`src/rtl/alu_pkg.sv`:
```
// Shared ALU types and helpers: op codes, flag bit positions, msb select, parity.
// Latency: n/a (types and pure functions only).
// Backpressure: n/a.
package alu_pkg;

    // ALU op codes; the rotate/shift group ROL..SHRA must stay contiguous.
    typedef enum logic [4:0] {
        ALUOP_ADD  = 5'd0,
        ALUOP_ADC  = 5'd1,
        ALUOP_SUB  = 5'd2,
        ALUOP_SBB  = 5'd3,
        ALUOP_AND  = 5'd4,
        ALUOP_OR   = 5'd5,
        ALUOP_XOR  = 5'd6,
        ALUOP_NOT  = 5'd7,
        ALUOP_NEG  = 5'd8,
        ALUOP_INC  = 5'd9,
        ALUOP_DEC  = 5'd10,
        ALUOP_ROL  = 5'd11,
        ALUOP_ROR  = 5'd12,
        ALUOP_ROLC = 5'd13,
        ALUOP_RORC = 5'd14,
        ALUOP_SHL  = 5'd15,
        ALUOP_SHR  = 5'd16,
        ALUOP_SHRA = 5'd17,
        ALUOP_CMP  = 5'd18,
        ALUOP_TEST = 5'd19,
        ALUOP_PASS = 5'd20
    } alu_op_e;

    // Bit positions inside the 6-bit flags word.
    typedef enum logic [2:0] {
        FLAG_AC = 3'd0,
        FLAG_CY = 3'd1,
        FLAG_V  = 3'd2,
        FLAG_P  = 3'd3,
        FLAG_S  = 3'd4,
        FLAG_Z  = 3'd5
    } alu_flag_e;

    // Same layout as alu_flag_e, msb first.
    typedef struct packed {
        logic z;
        logic s;
        logic p;
        logic v;
        logic cy;
        logic ac;
    } alu_flags_t;

    // Index of the operand msb: 7 for byte, 15 for word.
    function automatic logic [3:0] msb_of(input logic size);
        return size ? 4'd15 : 4'd7;
    endfunction

    // 1 when the byte holds an even number of ones.
    function automatic logic parity8(input logic [7:0] b);
        return ~^b;
    endfunction

    // Ops this sequencer iterates; everything else is passed through with an error.
    function automatic logic is_seq_op(input logic [4:0] op);
        return (op >= ALUOP_ROL) && (op <= ALUOP_SHRA);
    endfunction

    // Shifts (not rotates) refresh Z, S and P.
    function automatic logic is_shift_op(input alu_op_e op);
        return (op == ALUOP_SHL) || (op == ALUOP_SHR) || (op == ALUOP_SHRA);
    endfunction

endpackage

```
`src/rtl/alu_shift_sequencer_if.sv`:
```
// Request/response bundle between the execute stage and the shift sequencer.
// Latency: n/a (wires only).
// Backpressure: request side uses req_valid/req_ready; response is a bare strobe.
interface alu_shift_sequencer_if;
    logic        req_valid;
    logic        req_ready;
    logic [4:0]  req_op;
    logic        req_size;
    logic [15:0] req_a;
    logic [7:0]  req_count;
    logic [5:0]  req_flags;
    logic        abort;
    logic        busy;
    logic        rsp_valid;
    logic [15:0] rsp_r;
    logic [5:0]  rsp_flags;
    logic        rsp_err;

    // Execute-stage side.
    modport master (
        output req_valid, req_op, req_size, req_a, req_count, req_flags, abort,
        input  req_ready, busy, rsp_valid, rsp_r, rsp_flags, rsp_err
    );

    // Sequencer side.
    modport slave (
        input  req_valid, req_op, req_size, req_a, req_count, req_flags, abort,
        output req_ready, busy, rsp_valid, rsp_r, rsp_flags, rsp_err
    );
endinterface

```
`src/rtl/shift_step.sv`:
```
// One-bit rotate/shift step on a byte or word working register, with carry and overflow.
// Latency: combinational.
// Backpressure: none.
module shift_step
    import alu_pkg::*;
(
    input  alu_op_e     op,
    input  logic        size,
    input  logic [15:0] w,
    input  logic        cy,
    output logic [15:0] w_next,
    output logic        cy_next,
    output logic        v_next
);

    logic [3:0] m;
    assign m = msb_of(size);

    // Move one bit left or right; byte ops leave bits 15:8 untouched.
    always_comb begin
        logic lsb_in;
        logic msb_in;
        logic [15:0] left;
        w_next  = w;
        cy_next = cy;
        v_next  = 1'b0;
        lsb_in  = 1'b0;
        msb_in  = 1'b0;
        left    = '0;
        unique case (op)
            ALUOP_ROL, ALUOP_ROLC, ALUOP_SHL: begin
                lsb_in  = (op == ALUOP_ROL)  ? w[m] :
                          (op == ALUOP_ROLC) ? cy   : 1'b0;
                left    = {w[14:0], lsb_in};
                w_next  = size ? left : {w[15:8], left[7:0]};
                cy_next = w[m];
                v_next  = w_next[m] ^ cy_next;
            end
            ALUOP_ROR, ALUOP_RORC, ALUOP_SHR, ALUOP_SHRA: begin
                msb_in  = (op == ALUOP_ROR)  ? w[0] :
                          (op == ALUOP_RORC) ? cy   :
                          (op == ALUOP_SHRA) ? w[m] : 1'b0;
                w_next  = size ? {msb_in, w[15:1]} : {w[15:8], msb_in, w[7:1]};
                cy_next = w[0];
                if (op == ALUOP_SHR)
                    v_next = w[m];
                else if (op == ALUOP_SHRA)
                    v_next = 1'b0;
                else
                    v_next = w_next[m] ^ w_next[m - 4'd1];
            end
            default: begin
                w_next  = w;
                cy_next = cy;
                v_next  = 1'b0;
            end
        endcase
    end

endmodule

```
`src/rtl/alu_shift_sequencer.sv`:
```
// Multi-cycle rotate/shift sequencer: one bit per clock, result and flags on a one-cycle strobe.
// Latency: rsp_valid n cycles after accept (next cycle when n=0 or op unsupported).
// Backpressure: req_ready only in IDLE; no response backpressure, abort drops the operation.
module alu_shift_sequencer
    import alu_pkg::*;
#(
    parameter int CNT_W = 5
) (
    input  logic                 clk,
    input  logic                 reset_n,
    alu_shift_sequencer_if.slave bus
);

    typedef enum logic [1:0] {
        ST_IDLE = 2'd0,
        ST_RUN  = 2'd1,
        ST_DONE = 2'd2
    } state_e;

    state_e      state_q, state_d;
    alu_op_e     op_q;
    logic        size_q;
    logic [15:0] w_q;
    logic        cy_q;
    logic        v_q;
    logic [CNT_W-1:0] n_q;
    alu_flags_t  flags_q;
    logic        err_q;
    logic        stepped_q;

    logic        accept;
    logic        step;
    logic [CNT_W-1:0] req_n;
    logic [15:0] w_next;
    logic        cy_next;
    logic        v_next;
    logic        unused_cnt_hi;

    assign req_n         = bus.req_count[CNT_W-1:0];
    assign unused_cnt_hi = ^bus.req_count[7:CNT_W];

    shift_step u_step (
        .op      (op_q),
        .size    (size_q),
        .w       (w_q),
        .cy      (cy_q),
        .w_next  (w_next),
        .cy_next (cy_next),
        .v_next  (v_next)
    );

    // State register.
    always_ff @(posedge clk or negedge reset_n) begin
        if (!reset_n)
            state_q <= ST_IDLE;
        else
            state_q <= state_d;
    end

    // Next state; abort beats a new request in IDLE and kills RUN/DONE.
    always_comb begin
        state_d = state_q;
        accept  = 1'b0;
        step    = 1'b0;
        unique case (state_q)
            ST_IDLE: begin
                if (bus.req_valid && !bus.abort) begin
                    accept  = 1'b1;
                    state_d = (req_n == '0 || !is_seq_op(bus.req_op)) ? ST_DONE : ST_RUN;
                end
            end
            ST_RUN: begin
                if (bus.abort) begin
                    state_d = ST_IDLE;
                end else begin
                    step = 1'b1;
                    if (n_q == CNT_W'(1))
                        state_d = ST_DONE;
                end
            end
            ST_DONE: state_d = ST_IDLE;
            default: state_d = ST_IDLE;
        endcase
    end

    // Operand capture on accept, then one working-register update per RUN cycle.
    always_ff @(posedge clk or negedge reset_n) begin
        if (!reset_n) begin
            op_q      <= ALUOP_ADD;
            size_q    <= 1'b0;
            w_q       <= '0;
            cy_q      <= 1'b0;
            v_q       <= 1'b0;
            n_q       <= '0;
            flags_q   <= '0;
            err_q     <= 1'b0;
            stepped_q <= 1'b0;
        end else if (accept) begin
            op_q      <= alu_op_e'(bus.req_op);
            size_q    <= bus.req_size;
            w_q       <= bus.req_a;
            cy_q      <= bus.req_flags[FLAG_CY];
            v_q       <= bus.req_flags[FLAG_V];
            n_q       <= req_n;
            flags_q   <= alu_flags_t'(bus.req_flags);
            err_q     <= !is_seq_op(bus.req_op);
            stepped_q <= 1'b0;
        end else if (step) begin
            w_q       <= w_next;
            cy_q      <= cy_next;
            v_q       <= v_next;
            n_q       <= n_q - CNT_W'(1);
            stepped_q <= 1'b1;
        end
    end

    // Flag assembly: untouched on passthrough, CY/V after any step, Z/S/P only for shifts.
    always_comb begin
        alu_flags_t f;
        logic [3:0] m;
        f = flags_q;
        m = msb_of(size_q);
        if (stepped_q) begin
            f.cy = cy_q;
            f.v  = v_q;
            if (is_shift_op(op_q)) begin
                f.z = size_q ? (w_q == 16'h0000) : (w_q[7:0] == 8'h00);
                f.s = w_q[m];
                f.p = parity8(w_q[7:0]);
            end
        end
        bus.rsp_flags = f;
    end

    assign bus.req_ready = (state_q == ST_IDLE);
    assign bus.busy      = (state_q != ST_IDLE);
    assign bus.rsp_valid = (state_q == ST_DONE) && !bus.abort;
    assign bus.rsp_r     = w_q;
    assign bus.rsp_err   = err_q;

endmodule

```
`src/flat_wrapper.sv`:
```
// flat-port wrapper written by rule: the top's interface ports become plain ports
module alu_shift_sequencer_flat import alu_pkg::*;
#(
    parameter int CNT_W = 5
)
  (clk, reset_n, bus_req_valid, bus_req_op, bus_req_size, bus_req_a, bus_req_count, bus_req_flags, bus_abort, bus_req_ready, bus_busy, bus_rsp_valid, bus_rsp_r, bus_rsp_flags, bus_rsp_err);
  alu_shift_sequencer_if bus_i ();
  input  logic clk;
  input  logic reset_n;
  input wire logic [$bits(bus_i.req_valid)-1:0] bus_req_valid;
  input wire logic [$bits(bus_i.req_op)-1:0] bus_req_op;
  input wire logic [$bits(bus_i.req_size)-1:0] bus_req_size;
  input wire logic [$bits(bus_i.req_a)-1:0] bus_req_a;
  input wire logic [$bits(bus_i.req_count)-1:0] bus_req_count;
  input wire logic [$bits(bus_i.req_flags)-1:0] bus_req_flags;
  input wire logic [$bits(bus_i.abort)-1:0] bus_abort;
  output wire logic [$bits(bus_i.req_ready)-1:0] bus_req_ready;
  output wire logic [$bits(bus_i.busy)-1:0] bus_busy;
  output wire logic [$bits(bus_i.rsp_valid)-1:0] bus_rsp_valid;
  output wire logic [$bits(bus_i.rsp_r)-1:0] bus_rsp_r;
  output wire logic [$bits(bus_i.rsp_flags)-1:0] bus_rsp_flags;
  output wire logic [$bits(bus_i.rsp_err)-1:0] bus_rsp_err;
  assign bus_i.req_valid = bus_req_valid;
  assign bus_i.req_op = bus_req_op;
  assign bus_i.req_size = bus_req_size;
  assign bus_i.req_a = bus_req_a;
  assign bus_i.req_count = bus_req_count;
  assign bus_i.req_flags = bus_req_flags;
  assign bus_i.abort = bus_abort;
  assign bus_req_ready = bus_i.req_ready;
  assign bus_busy = bus_i.busy;
  assign bus_rsp_valid = bus_i.rsp_valid;
  assign bus_rsp_r = bus_i.rsp_r;
  assign bus_rsp_flags = bus_i.rsp_flags;
  assign bus_rsp_err = bus_i.rsp_err;
  alu_shift_sequencer #(.CNT_W(CNT_W)) u_core (.clk(clk), .reset_n(reset_n), .bus(bus_i));
endmodule
```
`config.mk`:
```
export PLATFORM = sky130hd
export DESIGN_NAME = alu_shift_sequencer_flat
export DESIGN_NICKNAME = d
export VERILOG_FILES = /design/src/rtl/alu_pkg.sv /design/src/rtl/alu_shift_sequencer_if.sv /design/src/rtl/shift_step.sv /design/src/rtl/alu_shift_sequencer.sv /design/src/flat_wrapper.sv
export SDC_FILE = /design/constraint.sdc
export NUM_CORES = 1
export LEC_CHECK = 0
export CAP_MARGIN = 5
export CORE_MARGIN = 8
export CORE_UTILIZATION = 50
export CTS_BUF_LIST = sky130_fd_sc_hd__clkbuf_8
export DETAILED_ROUTE_END_ITERATION = 10
export GPL_TIMING_DRIVEN = 0
export PLACE_DENSITY = 0.82
export SLEW_MARGIN = 15
export SYNTH_ARGS = -nofsm -noshare
export SYNTH_HDL_FRONTEND = slang
export SYNTH_HIERARCHICAL = 1
export SYNTH_SLANG_ARGS = --single-unit
```
`constraint.sdc`:
```
create_clock -name clk -period 2.05 [get_ports clk]
set_input_delay 0.41 -clock clk [delete_from_list [all_inputs] [get_ports clk]]
set_output_delay 0.41 -clock clk [all_outputs]
set_load 0.1 [all_outputs]
```
# Word-level counts from Yosys, hierarchy flattened
# Index checks and enable logic that the tools add are counted.
# word_totals
out_inout_bits,26
elab_cells,98
input_bits,40
register_bits,39
# op_classes
bitwise_logic,2
n_addsub,2
muxes,43
magnitude_cmp,4
eq_ne,12
n_reduce_logical,20
# ops
op,n
$mux W16,4
$pmux W16 S2,1
$eq A5 B4 Y1 const B,5
$mux W1,22
$bmux W1 S4,4
$logic_not A16 Y1,1
$mux W5,3
$eq A5 B5 Y1 const B,2
$lt A4 B5 Y1 const B,2
$logic_not A8 Y1,1
$mux W2,4
$reduce_xnor A8 Y1,1
$eq A5 B1 Y1 const B,1
$ge A5 B4 Y1 const B,1
$le A5 B5 Y1 const B,1
$logic_not A5 Y1,1
$sub A5 B1 Y5 const B,1
$mux W4,1
$pmux W1 S2,2
$pmux W2 S2,1
$reduce_and A2 Y1,2
$reduce_bool A2 Y1,2
$reduce_or A4 Y1,1
$sub A4 B1 Y4 const B,1
12 further kinds,18

# Logic depth before layout (Yosys ltp)
# Gate-level depths: netlist (run 1).
# logic_depth
ltp_word,15
ltp_mapped,8
mapped_depth_nobuf,6

# By module
# Netlist (run 1), hierarchy kept.
# modules_own_cells
mod,cells_each,seq_area_each_um2,area_each_um2,n_inst
alu_shift_sequencer,231,975.9,2016.9,1
shift_step,59,0.0,545.5,1

# Least setup slack after synthesis (run 1)
# No wires, ideal clock.
# synth_path
kind,reg-to-output
startpoint,register u_core.state_q[0]
endpoint,output bus_rsp_valid
arrival_time_ns,2.679
n_path_buf,1
stages_incl_launch_ff,3
path_slack_ns,-1.039
required_ns,1.640
path_cell_list,dfrtp_1 -> buf_6 -> nor3b_1
# synth_via
elab_chain_len,2
# synth_lines
item,line,rtl
from (decl),alu_shift_sequencer.sv:20,"state_e state_q, state_d;"
from (signal assigned),alu_shift_sequencer.sv:57,state_q <= state_d;
$eq A2 B2 Y1,alu_shift_sequencer.sv:137,assign bus.rsp_valid = (state_q == ST_DONE) && !bus.abort;
$logic_and A1 B1 Y1,alu_shift_sequencer.sv:137,
to (decl),flat_wrapper.sv:19,output wire logic [$bits(bus_i.rsp_valid)-1:0] bus_rsp_valid;
# Every way passes these cells.

# Final worst setup path (run 1)
# layout_path
startpoint,"register u_core.w_q[4], in the netlist u_core/bus.rsp_r[4]"
endpoint,output bus_rsp_flags[3]
# layout_via
elab_chain_len,3
# layout_lines
item,line,rtl
from (decl),alu_shift_sequencer.sv:23,logic [15:0] w_q;
from (signal assigned),alu_shift_sequencer.sv:101,w_q <= bus.req_a;
from (signal assigned),alu_shift_sequencer.sv:109,w_q <= w_next;
$reduce_xnor A8 Y1,alu_pkg.sv:58,return ~^b;
$mux W3,alu_shift_sequencer.sv:126,if (is_shift_op(op_q)) begin
$mux W5,alu_shift_sequencer.sv:123,if (stepped_q) begin
to (decl),flat_wrapper.sv:21,output wire logic [$bits(bus_i.rsp_flags)-1:0] bus_rsp_flags;
# Every way passes these cells.

==> run summary, run 1 <==
The total detailed-routing wirelength came out at 7890 um. Row generation in the floorplan step produced 26 rows. The area added between synthesis and finish is 47.4%. The TritonCTS buffer count is 5.

The maximum clock insertion buffer count is 2. The initial antenna violation count is 0. The number of optimization iterations in the first detailed-route pass is 5. Yosys mapped the design onto 48 distinct sky130hd cell types. The power per cell area came out at 1350 mW/mm^2. The fraction of final layout cells with drive strength greater than 1 came out at 31.3%. The initial detailed-routing violation count came out at 172.

The final layout contains 428 nets. Grouping stages by cell kind, the critical path spends the most delay in flip-flops. The worst setup path is captured at a primary output.

The leading cell type in the layout, fill and taps excluded is sky130_fd_sc_hd__nand2_1. The global-route usage over all layers came out at 19.7%. The congestion estimate from routability-driven global placement came to 0.823. The initial cell density of the core is 50.8%. The yosys synthesis warning count is 6. In this run the remaining antenna-violating nets after routing total 0.

In the layout the commonest cells are sky130_fd_sc_hd__nand2_1 (77), sky130_fd_sc_hd__clkdlybuf4s50_1 (35), sky130_fd_sc_hd__nor2_1 (20). The number of vias per cell came out at 5.72. The startpoint-to-endpoint class of the critical path is register to primary output. The number of input and output port buffers inserted came out at 62. The shortest period the worst path allows is 2.26 ns. Clock latency on the worst-skew pair, taken at its later pin, is 0.30 ns. The actual slew at the worst max-slew pin is 0.972 ns. In the final routed layout, each cell accounts on average for 17.4 um. The pin count of the biggest net entering global routing is 25. The via count is 2592. The horizontal extent of the die came out at 87.6 um.

The worst path arrival time is 1.85 ns. The via count of the first global-routing pass came out at 2492. The final reports fail on setup timing. Setup repair after global routing could not meet its margin everywhere. For this run, the leading register cell type out of synthesis is sky130_fd_sc_hd__dfrtp_1. The final-layout worst hold slack came out at 0.0192 ns. The H-tree depth is 2. The final design instance area without fill came out at 0.00378 mm^2.

The clock-pin slew of the registers on the worst-case setup and hold paths is 0.09 ns. In this run the vertical extent of the chip is 87.6 um. The post-synthesis instance total came out at 290. The total die area came out at 0.00767 mm^2.

The maximum clock frequency is 0.442 GHz. The flow ran to the end, but the final reports show violations. The CTS sink count is 39.

The required time at the endpoint of the critical path is 1.64 ns. The cell area reported after detailed placement is 0.00333 mm^2. The number of I/O pins is 66. The leakage component of the power came out at 1.67 nW. The number of flip-flops and latches in the synthesized netlist is 39.

On the critical path, the stage with the largest delay is an instance of sky130_fd_sc_hd__dfrtp_4. The headroom to the max-slew limit came out at 35.5%. In this run the clock root is driven by a sky130_fd_sc_hd__clkbuf_8. The total core area is 0.00504 mm^2.

The first global-routing pass estimated 12100 um of wire. The type of origin of the critical path is a register. The maximum fanout along the worst path came out at 4.

The count of endpoints failing hold in the final timing report is 0. By area the synthesized netlist is led by sky130_fd_sc_hd__dfrtp_1 (38%), sky130_fd_sc_hd__nand2_1 (11%), sky130_fd_sc_hd__a22o_2 (4.7%). Of all cell types, the one taking the most synthesized area is sky130_fd_sc_hd__dfrtp_1. For this run the aggregate overflow at the end of global routing stands at 0. The number of setup violations in the final report came out at 3. The number of antenna diodes in the final layout is 0. The critical path goes through inv_2 -> ha_4 -> xnor2_4 -> xnor2_2 -> mux2_4 -> buf_12. The number of flops mapped to enable cells by yosys came out at 0. The fraction of registers with async set or reset after synthesis came out at 100%. The worst clock skew is 0.0115 ns. Across the VDD grid, the largest voltage drop is 0.000720 V. The setup slack of the critical path after layout is -0.214 ns. Sequential cells were found to cover 38.1% of the synthesized design area. The clock tree from TritonCTS is built. After detailed routing, the number of remaining DRC violations is 0. The largest stage delay on the critical path is 0.51 ns. Once detailed placement completed, the half-perimeter wirelength came to 5150 um.

Timing analysis after detailed placement gives a worst setup slack of -0.853 ns. The synthesized net count came out at 336. The synthesized area per cell is 8.84 um^2. Max-cap violations in this run came to 0. The area share of the largest cell type after synthesis came out at 38.1%. The total count of max-transition violations in the final report is 0. After synthesis the cells add up to 0.00256 mm^2.

The min-delay analysis places its worst path in the category input port to async pin. Dividing the final minimum period by the clock period gives 110%. Counting both buffers and inverters, the worst setup path holds a total of 2.
## timing repair
item	in CTS	in global routing
buffers inserted	7	12
resized for setup	77	31
setup endpoints to repair	26	27
cloned	0	3
pin swaps	2	17
hold buffers	0	0
## worst reg2reg max path: stages (launching register included)
cell	delay [ns]
sky130_fd_sc_hd__dfrtp_4	0.50
sky130_fd_sc_hd__buf_4	0.14
sky130_fd_sc_hd__buf_4	0.16
sky130_fd_sc_hd__mux2_2	0.34
sky130_fd_sc_hd__a32oi_2	0.24
sky130_fd_sc_hd__nor3_1	0.08
sky130_fd_sc_hd__a211o_1	0.30
sky130_fd_sc_hd__nand2_1	0.06
sky130_fd_sc_hd__a31oi_1	0.09
## power breakdown
| part | leakage, nW | switching [W] | internal [W] |
|---|---|---|---|
| Combinational | 1.18 | 0.00200 | 0.00120 |
| Sequential | 0.443 | 0.000304 | 0.00103 |
| Clock | 0.0443 | 0.000306 | 0.000243 |
## registers in the layout, summed over array words and instances, names as in the netlist
name	cells
u_core/bus.rsp_r	16
u_core/flags_q	5
u_core/n_q	5
u_core/op_q	5
u_core/state_q	2
u_core/bus.rsp_err	1
u_core/bus.rsp_flags	1
u_core/cy_q	1
u_core/size_q	1
u_core/stepped_q	1
u_core/v_q	1
## synth_stat cells (2+ instances only)
library cell / count
sky130_fd_sc_hd__dfrtp_1: 39
sky130_fd_sc_hd__inv_1: 12
sky130_fd_sc_hd__nor2_1: 20
sky130_fd_sc_hd__nor4b_1: 3
sky130_fd_sc_hd__a21o_1: 8
sky130_fd_sc_hd__mux2_2: 6
sky130_fd_sc_hd__nor3b_1: 6
sky130_fd_sc_hd__xnor2_1: 5
sky130_fd_sc_hd__o21a_1: 2
sky130_fd_sc_hd__a31oi_1: 18
sky130_fd_sc_hd__a211o_1: 2
sky130_fd_sc_hd__a22o_1: 10
sky130_fd_sc_hd__buf_2: 4
sky130_fd_sc_hd__ha_1: 6
sky130_fd_sc_hd__nor3_1: 2
sky130_fd_sc_hd__a221o_1: 3
sky130_fd_sc_hd__o21ai_0: 6
sky130_fd_sc_hd__a22o_2: 12
sky130_fd_sc_hd__a32o_1: 3
sky130_fd_sc_hd__nand4_1: 2
sky130_fd_sc_hd__buf_6: 4
sky130_fd_sc_hd__nand2_1: 77
sky130_fd_sc_hd__clkbuf_1: 6
sky130_fd_sc_hd__nor4_1: 3
sky130_fd_sc_hd__nand3b_1: 4
sky130_fd_sc_hd__a21oi_1: 5
## kinds of logic after synthesis
logic type      Yosys count  synth area share (%)
flops                    39                  38.1
fa+ha+maj                 6                  2.93
buf+inv                  28                  6.25
mux                       7                  3.03
xor+xnor                  5                  1.71
compound gates           76                  23.0
simple gates            129                  25.0
## final timing paths
check                                             start                       to  depth (start not counted)  slack, ns
worst min register to register  u_core/bus.rsp_flags[0]  u_core/bus.rsp_flags[0]                          2       0.49
min in group clk                u_core/bus.rsp_flags[0]  u_core/bus.rsp_flags[0]                          2       0.49
worst max register to register      u_core/bus.rsp_r[7]      u_core/bus.rsp_r[7]                          8          0
worst min-delay path                            reset_n           u_core/op_q[3]                          1       0.02
max in group asynchronous                       reset_n      u_core/bus.rsp_r[0]                          2       1.55
worst max-delay path                u_core/bus.rsp_r[4]         bus_rsp_flags[3]                          6      -0.21
## per-stage QoR
stage          total power, W  TNS, ns  utilization, %  instances
2_1_floorplan         0.00336  -0.0465               -        290
3_3_place_gp          0.00398   -23.50            65.8        422
3_5_place_dp          0.00402    -6.93            66.1        423
4_1_cts               0.00461   -0.448            69.8        438
5_1_grt               0.00532    -1.77            74.9        453
6_report              0.00508   -0.480            74.9        453
## layout make-up
| cell class | count | area, um^2 |
|---|---|---|
| clock inverters | 3 | 25.0 |
| plain buffers | 16 | 115 |
| repair buffers | 84 | 832 |
| clock buffers | 5 | 68.8 |
| multi-input cells | 224 | 1580 |
| well taps | 70 | 87.6 |
| flip-flops and latches | 39 | 1020 |
| inverters | 12 | 45.0 |
| fillers | 357 | 1270 |
## routing by layer
layer / vias up / part of all wire, % / global-route usage, %
li1: 1219 / - / -
met1: 1252 / 43 / 25.4
met2: 109 / 49 / 31.9
met3: 12 / 7.1 / 4.60
met4: 0 / 1.3 / 6.25
met5: - / 0 / 0
Note: power is estimated with default switching activity, not from simulation.
==> inputs of run 2 (changes only) <==
--- a/config.mk
+++ b/config.mk
@@ -12,7 +12,6 @@
 export DETAILED_ROUTE_END_ITERATION = 10
 export GPL_TIMING_DRIVEN = 0
 export PLACE_DENSITY = 0.82
-export SLEW_MARGIN = 15
 export SYNTH_ARGS = -nofsm -noshare
 export SYNTH_HDL_FRONTEND = slang
 export SYNTH_HIERARCHICAL = 1
==> run 2 against run 1 <==
Net effect: the flow still finishes with violations (setup timing); sequential power hardly changed; utilization is 1.2 points lower; critical endpoint unchanged; combinational power is 1% higher; power is 1.1% higher; fmax is 0.77% lower; non-clock buffer count is 5 lower; critical path type unchanged.
==> run summary, run 2 (synthesis gave the netlist of run 1 again) <==
The worst clock skew is 0.00919 ns. The met1 track utilization from global routing came out at 25.8%. The routed wirelength normalized by instance count is 17.4 um. The reg-to-reg startpoint is u_core/op_q[3]. The area added between synthesis and finish came out at 45.0%. The total count of max-transition violations in the final report is 0. The total detailed-routing wirelength is 7770 um. Clock tree synthesis selected as its root buffer the cell sky130_fd_sc_hd__clkbuf_8.

The clock-pin slew of the registers on the worst-case setup and hold paths is 0.09 ns. The final design instance area without fill is 0.00371 mm^2. Summed over all cells, the static leakage comes to 1.63 nW. In this run the tightest slew margin relative to its limit is 35.9%.

The antenna diode count came out at 0. The worst register-to-register path ends at u_core/bus.rsp_r[15]. Entering global routing, the biggest net connects 40 pins. The die span in y is 87.6 um. The via count is 2560. Across all setup checks in the final design, the least slack found is -0.231 ns. The fraction of met3 tracks used by global routing is 4.88%. The class of the tightest hold or removal check is input port to async pin. The number of I/O pins came out at 66. After global routing, the most crowded layer is met2.

The horizontal extent of the die came out at 87.6 um. The floorplan step defined a core boundary enclosing 0.00504 mm^2. In the routed layout, each cell is associated on average with a via count of 5.73. The global-route usage over all layers came out at 19.8%. The number of nets in the final layout came out at 422. The critical path is of the register to primary output type. The setup check on the worst reg-to-reg path leaves a slack of 0 ns. The flow ran to the end, but the final reports show violations. The final reports fail on setup timing. The fraction of final layout cells with drive strength greater than 1 came out at 30.5%. The worst path arrival time is 1.87 ns. Detailed placement finished with a half-perimeter wire length of 5060 um. The initial antenna violation count is 0. The top cell types in the final layout, fill and taps aside, are sky130_fd_sc_hd__nand2_1 (77), sky130_fd_sc_hd__clkdlybuf4s50_1 (35), sky130_fd_sc_hd__nor2_1 (20). The placed instances occupy a cell area of 0.00331 mm^2. The CTS sink count is 39.

The number of flip-flops under the largest register name is 16. The count of endpoints failing hold in the final timing report came out at 0. Global routing finished with a remaining overflow of 0. The total die area came out at 0.00767 mm^2. The first global-routing pass estimated 12200 um of wire. The number of input and output port buffers inserted is 62. The initial cell density of the core is 50.8%. The later pin in the worst-skew pair is clocked with a latency of 0.30 ns. The total negative slack is -0.486 ns. The library cell used most frequently in the layout, excluding fill and tap cells, is sky130_fd_sc_hd__nand2_1. The post-route antenna net violation count is 0. The cell count of the worst reg-to-reg path is 8. For the pin with the worst max-slew slack, the measured transition is 0.966 ns. The number of setup violations in the final report is 5. The initial detailed-routing violation count is 203. In this run the power density over the cells is 1380 mW/mm^2. The final-layout fill cell count is 365. In the routed design, unresolved DRC markers number 0.

The H-tree depth came out at 2. STA classifies the critical path startpoint as a register. Of the available clock period, the critical path in the final layout requires 111%. TritonCTS built the clock tree. For met2 alone, demand over resource in global routing was 31.8%. The tool flagged a number of max-cap violations equal to 0. The TritonCTS buffer count came out at 5. The required time at the endpoint of the critical path is 1.64 ns. The maximum vdd drop is 0.000840 V. Setup repair after global routing could not meet its margin everywhere. The via count of the first global-routing pass came to 2519. Timing would allow up to 0.438 GHz. The total number of placement rows came out at 26. The maximum fanout along the worst path came out at 6. The type of element capturing the critical path is a primary output. The smallest clock period supported by the final layout is computed as 2.28 ns.

The last weighted congestion value of the routability-driven placer is 0.823. The number of optimization iterations in the first detailed-route pass came out at 4. The longest clock path from root to sink contains 2 buffers.
[run 2: cell type report]
type / count / area [um^2] / area share, %
tap: 70 / 87.6 / 2.36
clock inverter: 3 / 23.8 / 0.640
clock buffer: 5 / 68.8 / 1.85
sequential: 39 / 1020 / 27.5
multi-input combinational: 223 / 1580 / 42.5
inverter: 12 / 55.1 / 1.48
timing repair buffer: 79 / 763 / 20.5
buffer: 16 / 116 / 3.13
[run 2: worst max path at each step]
stage / start / to / slack (ns) / cells past startpoint
2_1_floorplan: u_core/state_q[0] / bus_rsp_valid / -0.05 / 2
4_1_cts: u_core/bus.rsp_r[3] / bus_rsp_flags[3] / -0.26 / 6
3_5_place_dp: u_core/bus.rsp_r[4] / bus_rsp_flags[3] / -0.86 / 6
6_report: u_core/bus.rsp_r[2] / bus_rsp_flags[3] / -0.23 / 6
3_3_place_gp: u_core/bus.rsp_r[4] / bus_rsp_flags[3] / -0.86 / 6
5_1_grt: u_core/bus.rsp_r[3] / bus_rsp_flags[3] / -0.26 / 6
[run 2: what timing repair did]
item                                    4_1_cts  5_1_grt
endpoints found under the setup margin       26       23
hold buffers                                  0        0
gates resized for setup                      78       33
pin swaps                                     4       16
setup buffers                                 6       10
gates cloned                                  0        2
[run 2: per-layer routing]
layer / share of wire [%] / vias up
li1: - / 1205
met1: 43 / 1217
met2: 48 / 119
met3: 7.3 / 19
met4: 1.6 / 0
met5: 0 / -
[run 2: report_power, final]
part / internal, W / switching, W
combinational: 0.00123 / 0.00202
clock: 0.000244 / 0.000312
sequential: 0.00103 / 0.000306
[run 2: critical path, stage by stage (launching register included)]
cell and delay (ns):
sky130_fd_sc_hd__dfrtp_4 0.53, sky130_fd_sc_hd__inv_4 0.07, sky130_fd_sc_hd__ha_4 0.21, sky130_fd_sc_hd__xnor2_4 0.15, sky130_fd_sc_hd__xnor2_2 0.16, sky130_fd_sc_hd__mux2_4 0.28, sky130_fd_sc_hd__buf_12 0.17
[run 2: stage by stage]
| step | instances | util [%] | total power (W) | hold WS (ns) | worst slack, ns |
|---|---|---|---|---|---|
| after global placement | 422 | 65.8 | 0.00398 | 0.454 | -0.861 |
| after global routing | 447 | 73.7 | 0.00537 | 0.287 | -0.261 |
| after CTS | 436 | 69.2 | 0.00459 | 0.252 | -0.259 |
| after floorplan | 290 | - | 0.00336 | 0.114 | -0.0465 |
| final | 447 | 73.7 | 0.00514 | 0.211 | -0.231 |
| after detailed placement | 422 | 65.7 | 0.00402 | 0.459 | -0.857 |
==> inputs of run 3 (changes only) <==
--- a/config.mk
+++ b/config.mk
@@ -7,11 +7,10 @@
 export LEC_CHECK = 0
 export CAP_MARGIN = 5
 export CORE_MARGIN = 8
-export CORE_UTILIZATION = 50
-export CTS_BUF_LIST = sky130_fd_sc_hd__clkbuf_8
+export CORE_UTILIZATION = 49
 export DETAILED_ROUTE_END_ITERATION = 10
 export GPL_TIMING_DRIVEN = 0
-export PLACE_DENSITY = 0.82
+export PLACE_DENSITY = 0.8
 export SYNTH_ARGS = -nofsm -noshare
 export SYNTH_HDL_FRONTEND = slang
 export SYNTH_HIERARCHICAL = 1
==> run 3 against run 2 <==
Net effect: the flow still finishes with violations (setup timing); critical path type unchanged; global-route usage fell by 0.18 points; cell count fell by 0.67%; largest cell class unchanged; clock-buffer cell count rose by 1; clock skew fell by 0.0021 ns; routed wire length fell by 4.3%; non-clock buffer count fell by 3.
==> run summary, run 3 (synthesis gave the netlist of run 1 again) <==
The shortest period the worst path allows came out at 2.25 ns. The horizontal extent of the die came out at 88.3 um. The CTS sink count came out at 39. The initial detailed-routing violation count came out at 177. The total count of max-transition violations in the final report is 0.

The setup slack of the critical path after layout is -0.202 ns. The worst clock skew came out at 0.00708 ns. The number of setup violations in the final report came out at 3. The total design power is 0.00499 W. The library cells used most frequently in the layout, excluding fill and tap cells, are sky130_fd_sc_hd__nand2_1 (77), sky130_fd_sc_hd__clkdlybuf4s50_1 (35), sky130_fd_sc_hd__nor2_1 (19). The total negative slack came out at -0.406 ns. The antenna diode count came out at 0. Detailed placement finished with a half-perimeter wire length of 5000 um.

The worst-case IR drop observed on VDD is 0.000839 V. Counting the buffers created by CTS gives 5. The area added between synthesis and finish came out at 44.5%. The total number of placement rows came out at 26. The worst setup path is of the register to primary output kind. Clock latency on the worst-skew pair, taken at its later pin, is 0.30 ns. Of all nets on the critical path, the largest fanout is 5.

The worst register-to-register path begins at u_core/op_q[3]. The final critical-path share of the clock period came out at 110%. The clock tree from TritonCTS is built. The first global-routing pass estimated 12100 um of wire. The actual slew at the worst max-slew pin is 0.971 ns.

Of the cells placed in the final design, the portion with a size suffix greater than 1 is 29.4%. The global-route usage over all layers came out at 19.7%. The last weighted congestion value of the routability-driven placer is 0.816. For the worst flop-to-flop path, the logic depth is 9. The via count of the first global-routing pass came out at 2529. The run finished, with violations left. The number of nets in the final layout came out at 419. The routed design has 7430 um of wire.

Data on the critical path is required at its endpoint by 1.64 ns. The leading cell type in the layout, fill and taps excluded is sky130_fd_sc_hd__nand2_1. The total DRC errors in the routed layout came out at 0. STA puts the critical path data arrival time at 1.84 ns. The final-layout fill cell count is 398. The worst hold path belongs to the class input port to async pin. The checks that failed: setup timing. The maximum clock frequency is 0.444 GHz.

The number of input and output port buffers inserted is 62. The number of flip-flops under the largest register name came out at 16. Global routing finished with a remaining overflow of 0. The routed wirelength normalized by instance count is 16.7 um. The initial antenna violation count is 0. The maximum clock insertion buffer count is 2. The post-route antenna net violation count came out at 0. After clock tree synthesis, the clock-pin slew on the worst setup and hold paths is 0.08 ns.

The type of element capturing the critical path is a primary output. The hold-fix buffer count after cts is 0. The minimum setup slack among reg-to-reg paths is 0.06 ns.

The H-tree depth is 2. The via count came out at 2518. Across the run, the number of max-cap violations was 0. The leakage component of the power is 1.63 nW. The number of I/O pins came out at 66.

The initial cell density of the core is 50.5%. The total die area is 0.00780 mm^2. The power per cell area is 1350 mW/mm^2. Using the TritonRoute via totals, the vias-per-cell ratio works out to 5.67. The die is 88.3 um tall. The worst setup path is launched from a register.

The number of optimization iterations in the first detailed-route pass came out at 4. The total core area came out at 0.00507 mm^2. The critical register-to-register path endpoint is u_core/bus.rsp_r[0]. The count of endpoints failing hold in the final timing report is 0. The headroom to the max-slew limit came out at 35.5%.

Entering global routing, the biggest net connects 40 pins. In this run the clock root is driven by a sky130_fd_sc_hd__clkbuf_8. Setup repair after global routing could not meet its margin everywhere.
## run 3: critical path, stage by stage, from the launching register on
cell,delay [ns]
sky130_fd_sc_hd__dfrtp_4,0.52
sky130_fd_sc_hd__inv_4,0.08
sky130_fd_sc_hd__ha_4,0.20
sky130_fd_sc_hd__xnor2_2,0.13
sky130_fd_sc_hd__xnor2_1,0.15
sky130_fd_sc_hd__mux2_4,0.29
sky130_fd_sc_hd__buf_12,0.17
## run 3: power breakdown
part / internal (W) / leakage (nW) / total (W) / switching, W
logic: 0.00107 / 1.12 / 0.00298 / 0.00191
clock network: 0.000394 / 0.0612 / 0.000668 / 0.000274
registers: 0.00103 / 0.441 / 0.00134 / 0.000312
## run 3: metrics by stage
stage / hold slack [ns] / utilization, % / cells / instance area, um^2 / worst slack, ns
floorplan: 0.114 / - / 290 / 2610 / -0.0465
global placement: 0.453 / 65.4 / 422 / 3320 / -0.867
detailed placement: 0.461 / 65.3 / 422 / 3310 / -0.863
CTS: 0.257 / 70.1 / 436 / 3560 / -0.254
global route: 0.294 / 73.0 / 444 / 3700 / -0.253
finish: 0.221 / 73.0 / 444 / 3700 / -0.202
## run 3: area by class of cell
type / instances / area (um^2) / area share (%)
Clock inverter: 2 / 35.0 / 0.946
Clock buffer: 6 / 82.6 / 2.23
Buffer: 16 / 116 / 3.14
Multi-Input combinational cell: 223 / 1550 / 41.7
Sequential cell: 39 / 1020 / 27.6
Timing Repair Buffer: 76 / 758 / 20.5
Tap cell: 70 / 87.6 / 2.37
Inverter: 12 / 55.1 / 1.49
## run 3: repair_timing
item / 4_1_cts / 5_1_grt
setup buffers: 6 / 6
pin swaps: 2 / 11
gates cloned: 0 / 2
setup endpoints to repair: 26 / 17
resized for setup: 80 / 28
## run 3: routing by layer
layer / track usage [%] / routed length (um) / vias to the layer above
met3: 4.92 / 543 / 10
met5: 0 / 0 / -
met4: 6.14 / 133 / 0
li1: - / - / 1202
met2: 32.9 / 3600 / 82
met1: 24.1 / 3160 / 1224
## run 3: worst max-delay path by stage
stage	from	to	slack (ns)	depth (start not counted)
floorplan	u_core/state_q[0]	bus_rsp_valid	-0.05	2
global placement	u_core/bus.rsp_r[4]	bus_rsp_flags[3]	-0.87	6
detailed placement	u_core/bus.rsp_r[7]	bus_rsp_flags[3]	-0.86	6
CTS	u_core/bus.rsp_r[1]	bus_rsp_flags[3]	-0.25	6
global route	u_core/bus.rsp_r[6]	bus_rsp_flags[3]	-0.25	6
finish	u_core/bus.rsp_r[3]	bus_rsp_flags[3]	-0.20	6
